[src/rtl/moonbase_io_bridge.sv]
// moonbase_io_bridge: peripheral bridge on the moonbase CPU external bus.
// Latches a 7-bit device address from strobe cycles and assembles the CPU's
// two-nibble device writes into bytes. The bytes feed a GPIO output register,
// a one-shot prescaled timer with a sticky flag, an 8N1 UART transmitter and
// an ack register. A 2-bit read value is returned from the latched address.
module moonbase_io_bridge #(
  parameter int PRESCALE = 16,
  parameter int BAUD_DIV = 104
) (
  input  logic       clk,
  input  logic       reset_n,
  input  logic [7:0] bus_in,
  output logic [1:0] dev_out,
  input  logic [3:0] gpio_in,
  output logic [7:0] gpio_out,
  output logic       timer_irq,
  output logic       uart_tx
);

  localparam int PW = (PRESCALE > 1) ? $clog2(PRESCALE) : 1;
  localparam int BW = $clog2(BAUD_DIV);
  localparam logic [PW-1:0] PRE_MAX  = PW'(PRESCALE - 1);
  localparam logic [BW-1:0] BAUD_MAX = BW'(BAUD_DIV - 1);

  // Bus decode. A device write needs strobe low and device write_n low;
  // the RAM write_n and data_pc bits play no part here.
  logic       strobe, dev_wr, commit;
  logic [7:0] wr_byte;
  logic       wr_gpio, wr_tmr, wr_uart, wr_ack;

  logic [6:0] addr_q, addr_d;
  logic       hi_q, hi_d;
  logic [3:0] lo_buf_q, lo_buf_d;
  logic [7:0] gpio_q, gpio_d;

  logic [7:0]    tmr_cnt_q, tmr_cnt_d;
  logic          tmr_run_q, tmr_run_d;
  logic [PW-1:0] tmr_pre_q, tmr_pre_d;
  logic          irq_q, irq_d;
  logic          expire;

  logic          busy_q, busy_d;
  logic          tx_q, tx_d;
  logic [8:0]    shreg_q, shreg_d;
  logic [3:0]    bit_cnt_q, bit_cnt_d;
  logic [BW-1:0] baud_q, baud_d;

  assign strobe  = bus_in[7];
  assign dev_wr  = ~bus_in[7] & ~bus_in[4];
  assign commit  = dev_wr & hi_q;
  assign wr_byte = {bus_in[3:0], lo_buf_q};
  assign wr_gpio = commit && (addr_q == 7'h00);
  assign wr_tmr  = commit && (addr_q == 7'h01);
  assign wr_uart = commit && (addr_q == 7'h02);
  assign wr_ack  = commit && (addr_q == 7'h03);

  // Address latch, nibble pointer and GPIO register next-state.
  always_comb begin
    addr_d   = addr_q;
    hi_d     = hi_q;
    lo_buf_d = lo_buf_q;
    gpio_d   = gpio_q;
    if (strobe) begin
      addr_d = bus_in[6:0];
      hi_d   = 1'b0;
    end else if (dev_wr) begin
      if (!hi_q) begin
        lo_buf_d = bus_in[3:0];
        hi_d     = 1'b1;
      end else begin
        hi_d = 1'b0;
      end
    end
    if (wr_gpio) gpio_d = wr_byte;
  end

  // Timer next-state: prescaled countdown, reload wins over counting and
  // an expiry on the same edge as an ack leaves the flag set.
  always_comb begin
    tmr_cnt_d = tmr_cnt_q;
    tmr_run_d = tmr_run_q;
    tmr_pre_d = tmr_pre_q;
    expire    = 1'b0;
    if (tmr_run_q) begin
      if (tmr_pre_q == PRE_MAX) begin
        tmr_pre_d = '0;
        tmr_cnt_d = tmr_cnt_q - 8'd1;
        if (tmr_cnt_q == 8'd1) begin
          tmr_run_d = 1'b0;
          expire    = 1'b1;
        end
      end else begin
        tmr_pre_d = tmr_pre_q + 1'b1;
      end
    end
    if (wr_tmr) begin
      tmr_cnt_d = wr_byte;
      tmr_pre_d = '0;
      tmr_run_d = (wr_byte != 8'd0);
    end
    irq_d = (irq_q & ~(wr_ack & wr_byte[0])) | expire |
            (wr_tmr & (wr_byte == 8'd0));
  end

  // UART next-state: start bit goes out at the commit edge, then eight data
  // bits LSB-first and the stop bit, each held for BAUD_DIV cycles.
  always_comb begin
    busy_d    = busy_q;
    tx_d      = tx_q;
    shreg_d   = shreg_q;
    bit_cnt_d = bit_cnt_q;
    baud_d    = baud_q;
    if (busy_q) begin
      if (baud_q == BAUD_MAX) begin
        baud_d = '0;
        if (bit_cnt_q == 4'd9) begin
          busy_d = 1'b0;
          tx_d   = 1'b1;
        end else begin
          tx_d      = shreg_q[0];
          shreg_d   = {1'b1, shreg_q[8:1]};
          bit_cnt_d = bit_cnt_q + 4'd1;
        end
      end else begin
        baud_d = baud_q + 1'b1;
      end
    end else if (wr_uart) begin
      busy_d    = 1'b1;
      tx_d      = 1'b0;
      shreg_d   = {1'b1, wr_byte};
      bit_cnt_d = 4'd0;
      baud_d    = '0;
    end
  end

  // State registers; reset clears everything asynchronously.
  always_ff @(posedge clk or negedge reset_n) begin
    if (!reset_n) begin
      addr_q    <= 7'h7F;
      hi_q      <= 1'b0;
      lo_buf_q  <= 4'h0;
      gpio_q    <= 8'h00;
      tmr_cnt_q <= 8'h00;
      tmr_run_q <= 1'b0;
      tmr_pre_q <= '0;
      irq_q     <= 1'b0;
      busy_q    <= 1'b0;
      tx_q      <= 1'b1;
      shreg_q   <= 9'h1FF;
      bit_cnt_q <= 4'd0;
      baud_q    <= '0;
    end else begin
      addr_q    <= addr_d;
      hi_q      <= hi_d;
      lo_buf_q  <= lo_buf_d;
      gpio_q    <= gpio_d;
      tmr_cnt_q <= tmr_cnt_d;
      tmr_run_q <= tmr_run_d;
      tmr_pre_q <= tmr_pre_d;
      irq_q     <= irq_d;
      busy_q    <= busy_d;
      tx_q      <= tx_d;
      shreg_q   <= shreg_d;
      bit_cnt_q <= bit_cnt_d;
      baud_q    <= baud_d;
    end
  end

  // Device read mux from the latched address.
  always_comb begin
    case (addr_q)
      7'h00:   dev_out = gpio_in[1:0];
      7'h01:   dev_out = {tmr_run_q, irq_q};
      7'h02:   dev_out = {busy_q, 1'b0};
      7'h03:   dev_out = gpio_in[3:2];
      default: dev_out = 2'b00;
    endcase
  end

  assign gpio_out  = gpio_q;
  assign timer_irq = irq_q;
  assign uart_tx   = tx_q;

endmodule
[config.mk]
export PLATFORM = sky130hd
export DESIGN_NAME = moonbase_io_bridge
export DESIGN_NICKNAME = d
export VERILOG_FILES = /design/src/rtl/moonbase_io_bridge.sv
export SDC_FILE = /design/constraint.sdc
export NUM_CORES = 1
export LEC_CHECK = 0
export ABC_AREA = 0
export CAP_MARGIN = 20
export CORE_MARGIN = 5
export CORE_UTILIZATION = 35
export CTS_CLUSTER_SIZE = 12
export DETAILED_ROUTE_END_ITERATION = 6
export PLACE_DENSITY = 0.63
export SLEW_MARGIN = 25
export SYNTH_ARGS = -nofsm -noshare
export SYNTH_HDL_FRONTEND = slang
export SYNTH_SLANG_ARGS = --single-unit
[constraint.sdc]
create_clock -name clk -period 1.8 [get_ports clk]
set_input_delay 0.18 -clock clk [delete_from_list [all_inputs] [get_ports clk]]
set_output_delay 0.18 -clock clk [all_outputs]
set_load 0.1 [all_outputs]
==> run_results.csv <==
group,metric,value,unit
run_status,run_status,"finished, violations left",
run_status,failing_checks,"setup timing",
power_and_ir_drop,p_per_area,926.9,nW/um2
drt,ant_nets,0,
timing,final_critical_path_setup_slack,-173.4,ps
place,globalplace.congestion,0.8147,
setup_path,crit_buf_inv,1,
logic_synthesis,synthArstFlopShare,100.0,%
clocking,ctsHtreeMaxLevel,2,
global_routing,grt_pass1_vias,2082,
final_layout,post_route_cells_drive_above_1_share,37.46,%
drt,final_wirelength,6062,um
clocking,cts_tree,"yes",
timing,final_hold_viol_count,0,
floorplan,ios,26,
timing,report.final.slew_viol_count,0,
logic_synthesis,synth.yosys.seq_area_share,49.69,%
power_and_ir_drop,fin_total_pwr,3.297,mW
final_layout,syn_to_final_growth,26.58,%
setup_path,worstSetupEndpointType,"output pin",
drt,drt-wirelength-per-cell,15.42,um
logic_synthesis,synth_enable_flop_cells,0,
floorplan,dieArea,9921,um2
setup_path,startpoint_type,"register",
logic_synthesis,fraction_of_synthesized_cell_area_taken_by_the_top_area_cell_type,34.73,%
logic_synthesis,yosys.area.top_type,"dfrtp_1",
floorplan,core.rowCount,32,
drt,drt-pass1-iter-count,4,
logic_synthesis,synth.area.top_cells,"dfrtp_1, dfstp_2, mux2_2",
global_routing,first_pass_grt_wire_length,10560,um
logic_synthesis,ys_seq_elements,55,
logic_synthesis,post_synth.cell_area_avg,11.52,um2
power_and_ir_drop,worst_ir_drop_vdd,0.4457,mV
place,post-dp-hpwl,4259,um
global_routing,grt_overflow_total,0,
logic_synthesis,synth_flop_cell,"dfrtp_1",
setup_path,crit_slowest_cell,"dfstp_2",
floorplan,fp.dieW,99.61,um
timing,max_freq,0.5067,GHz
global_routing,grt_start_max_net_pins,36,
clocking,clock_latency,310,ps
drt,viasPerCell,5.226,
floorplan,start_util,36.18,%
power_and_ir_drop,power_leakage,1.469,nW
drt,via_total_after_detailed_routing,2054,
logic_synthesis,synthCells,244,
floorplan,fp.coreArea,7767,um2
timing,final_period_minus_worst_setup_slack,1973,ps
timing,max_slew_margin,65.69,%
timing,setup_repair_after_global_routing_missed_its_margin,"yes",
setup_path,critical-path-max-stage-delay,580,ps
clocking,tritoncts_num_sinks,55,
global_routing,antenna_found_initial,0,
drt,detail_route.drc_violations,0,
setup_path,kind_of_cell_adding_the_most_delay_to_the_critical_path,"flip-flops",
timing,clock_skew,10.01,ps
timing,worst-slew-pin-transition,514.7,ps
setup_path,worst_ep_arrival_time,1790,ps
logic_synthesis,synth_cell_type_count,52,
final_layout,antennaDiodeCount,0,
clocking,ctsRootBufferMaster,"clkbuf_8",
global_routing,groute.usage.overall,13.09,%
logic_synthesis,post_synth_instance_area,2810,um2
timing,fin_crit_sh,109.6,%
timing,finalSetupTns,-249.5,ps
clocking,clock_pin_slew_on_the_worst_setup_and_hold_paths,110,ps
job,maxCapViolCount,0,
timing,setup_viol,2,
setup_path,timing.setup.critical_path_class,"register to output pin",
logic_synthesis,syn_nets,264,
final_layout,utilization,45.80,%
place,buffer_ports.inserted,25,
setup_path,cp.required,1620,ps
setup_path,cp_cell_sequence,"mux4_2 -> and2b_2 -> buf_12",
clocking,cts-buffers-inserted,5,
logic_synthesis,ys_warn_count,0,
timing,whs,369.9,ps
worst_hold_path,hp-class,"primary input to async pin",
setup_path,cp_max_fo,3,
clocking,cts-root-to-sink-buffers,2,
final_layout,final_nets,310,
floorplan,die_h,99.61,um
drt,number_of_violations_reported_at_the_end_of_detailed_routing_iteration_0,73,
-- where the power goes --
group          leakage (nW)  switching, mW  internal, mW
Clock                0.0486          0.429         0.281
Combinational         0.796          0.449         0.402
Sequential            0.624          0.246          1.49
-- Yosys cell counts (all sizes together) (7+ instances only) --
| library cell | instances |
|---|---|
| o21ai | 15 |
| inv | 8 |
| mux2 | 20 |
| dfstp | 16 |
| o32a | 8 |
| nand2 | 17 |
| dfrtp | 39 |
| o21a | 7 |
| nor2 | 13 |
-- cells by family after synthesis --
logic type / share of synthesized area [%]
xor gates and xnor gates: 3.740
DFF: 49.69
and+or+nand+nor: 16.87
adders and majority gates: 2.671
AOI/OAI and AO/OA: 13.40
buffers and inverters: 3.384
muxes: 10.24
-- registers in the layout, indices dropped and copies added, names as in the netlist --
name and count:
hi_q 1, shreg_q 8, uart_tx 1, addr_q 7, bit_cnt_q 4, lo_buf_q 4, busy_q 1, tmr_run_q 1
baud_q 7, tmr_pre_q 4, tmr_cnt_q 8, timer_irq 1, gpio_out 8
-- metal layers --
layer	up-vias	GRT usage, %	wire (um)
met1	1029	18.81	3041
met3	5	2.665	183
met4	0	2.941	52
li1	989	-	-
met2	31	20.40	2784
met5	-	0	0
-- final timing paths --
check,start,to,slack (ps),depth (start not counted)
setup / recovery,addr_q[0]$_DFFE_PN1P_,dev_out[1],-170,3
hold / removal,reset_n,gpio_out[1]$_DFFE_PN0P_,370,2
setup reg to reg,addr_q[2]$_DFFE_PN1P_,gpio_out[5]$_DFFE_PN0P_,30,6
hold reg to reg,gpio_out[0]$_DFFE_PN0P_,gpio_out[0]$_DFFE_PN0P_,530,1
max in group asynchronous,reset_n,shreg_q[5]$_DFFE_PN1P_,800,3
min in group clk,bus_in[5],addr_q[5]$_DFFE_PN1P_,490,2
-- per-stage QoR --
| step | instance area (um2) | cells | worst slack (ps) |
|---|---|---|---|
| floorplan | 2819 | 244 | -137.5 |
| global placement | 3309 | 379 | -142.9 |
| detailed placement | 3309 | 379 | -184.9 |
| CTS | 3433 | 390 | -184.3 |
| global route | 3557 | 393 | -212.6 |
| finish | 3557 | 393 | -173.4 |
-- cells in the final DEF (no fill, tap or decap), types with 2 or more instances in the layout --
master           count
a21oi_1              5
a22o_1               3
a31oi_1              4
and2b_2              2
and3_1               5
and4bb_2             2
buf_12               5
buf_4               27
buf_6                5
clkbuf_8             5
clkdlybuf4s50_1     12
clkinv_4             2
dfrtp_1             39
dfstp_2             16
ha_1                 6
inv_1                8
mux2_2              12
mux2_4               8
mux2i_1              4
nand2_1             17
nand3_1              6
nand4_1              5
nor2_1              12
nor3_1               6
nor4_1               2
o21a_1               7
o21ai_0             14
o32a_2               5
o32a_4               3
or3_1                2
xnor2_1              6
xor2_1               6
-- final cells by class --
class / count / area (um2)
clock buffer: 5 / 68.82
timing repair buffer: 51 / 494.2
fill: 754 / 4210
inverter: 8 / 30.03
clock inverter: 3 / 23.77
sequential: 55 / 1396
tap: 102 / 127.6
multi-input combinational: 169 / 1416
-- timing repair --
action                                  in CTS  in global routing
endpoints found under the setup margin       2                 14
gates resized for setup                      1                 19
hold buffers                                 1                  0
pin swaps                                    1                  3
endpoints found under the hold margin       20                  0
buffers inserted                             2                  3
-- worst register-to-register path: stages, from the launching register on --
cell and delay (ps):
dfstp_2 390, nor4_4 310, nand2b_2 110, buf_6 130, nor3b_4 250, buf_6 180
mux2_4 300
No activity file was read; power rests on OpenSTA's default activity.
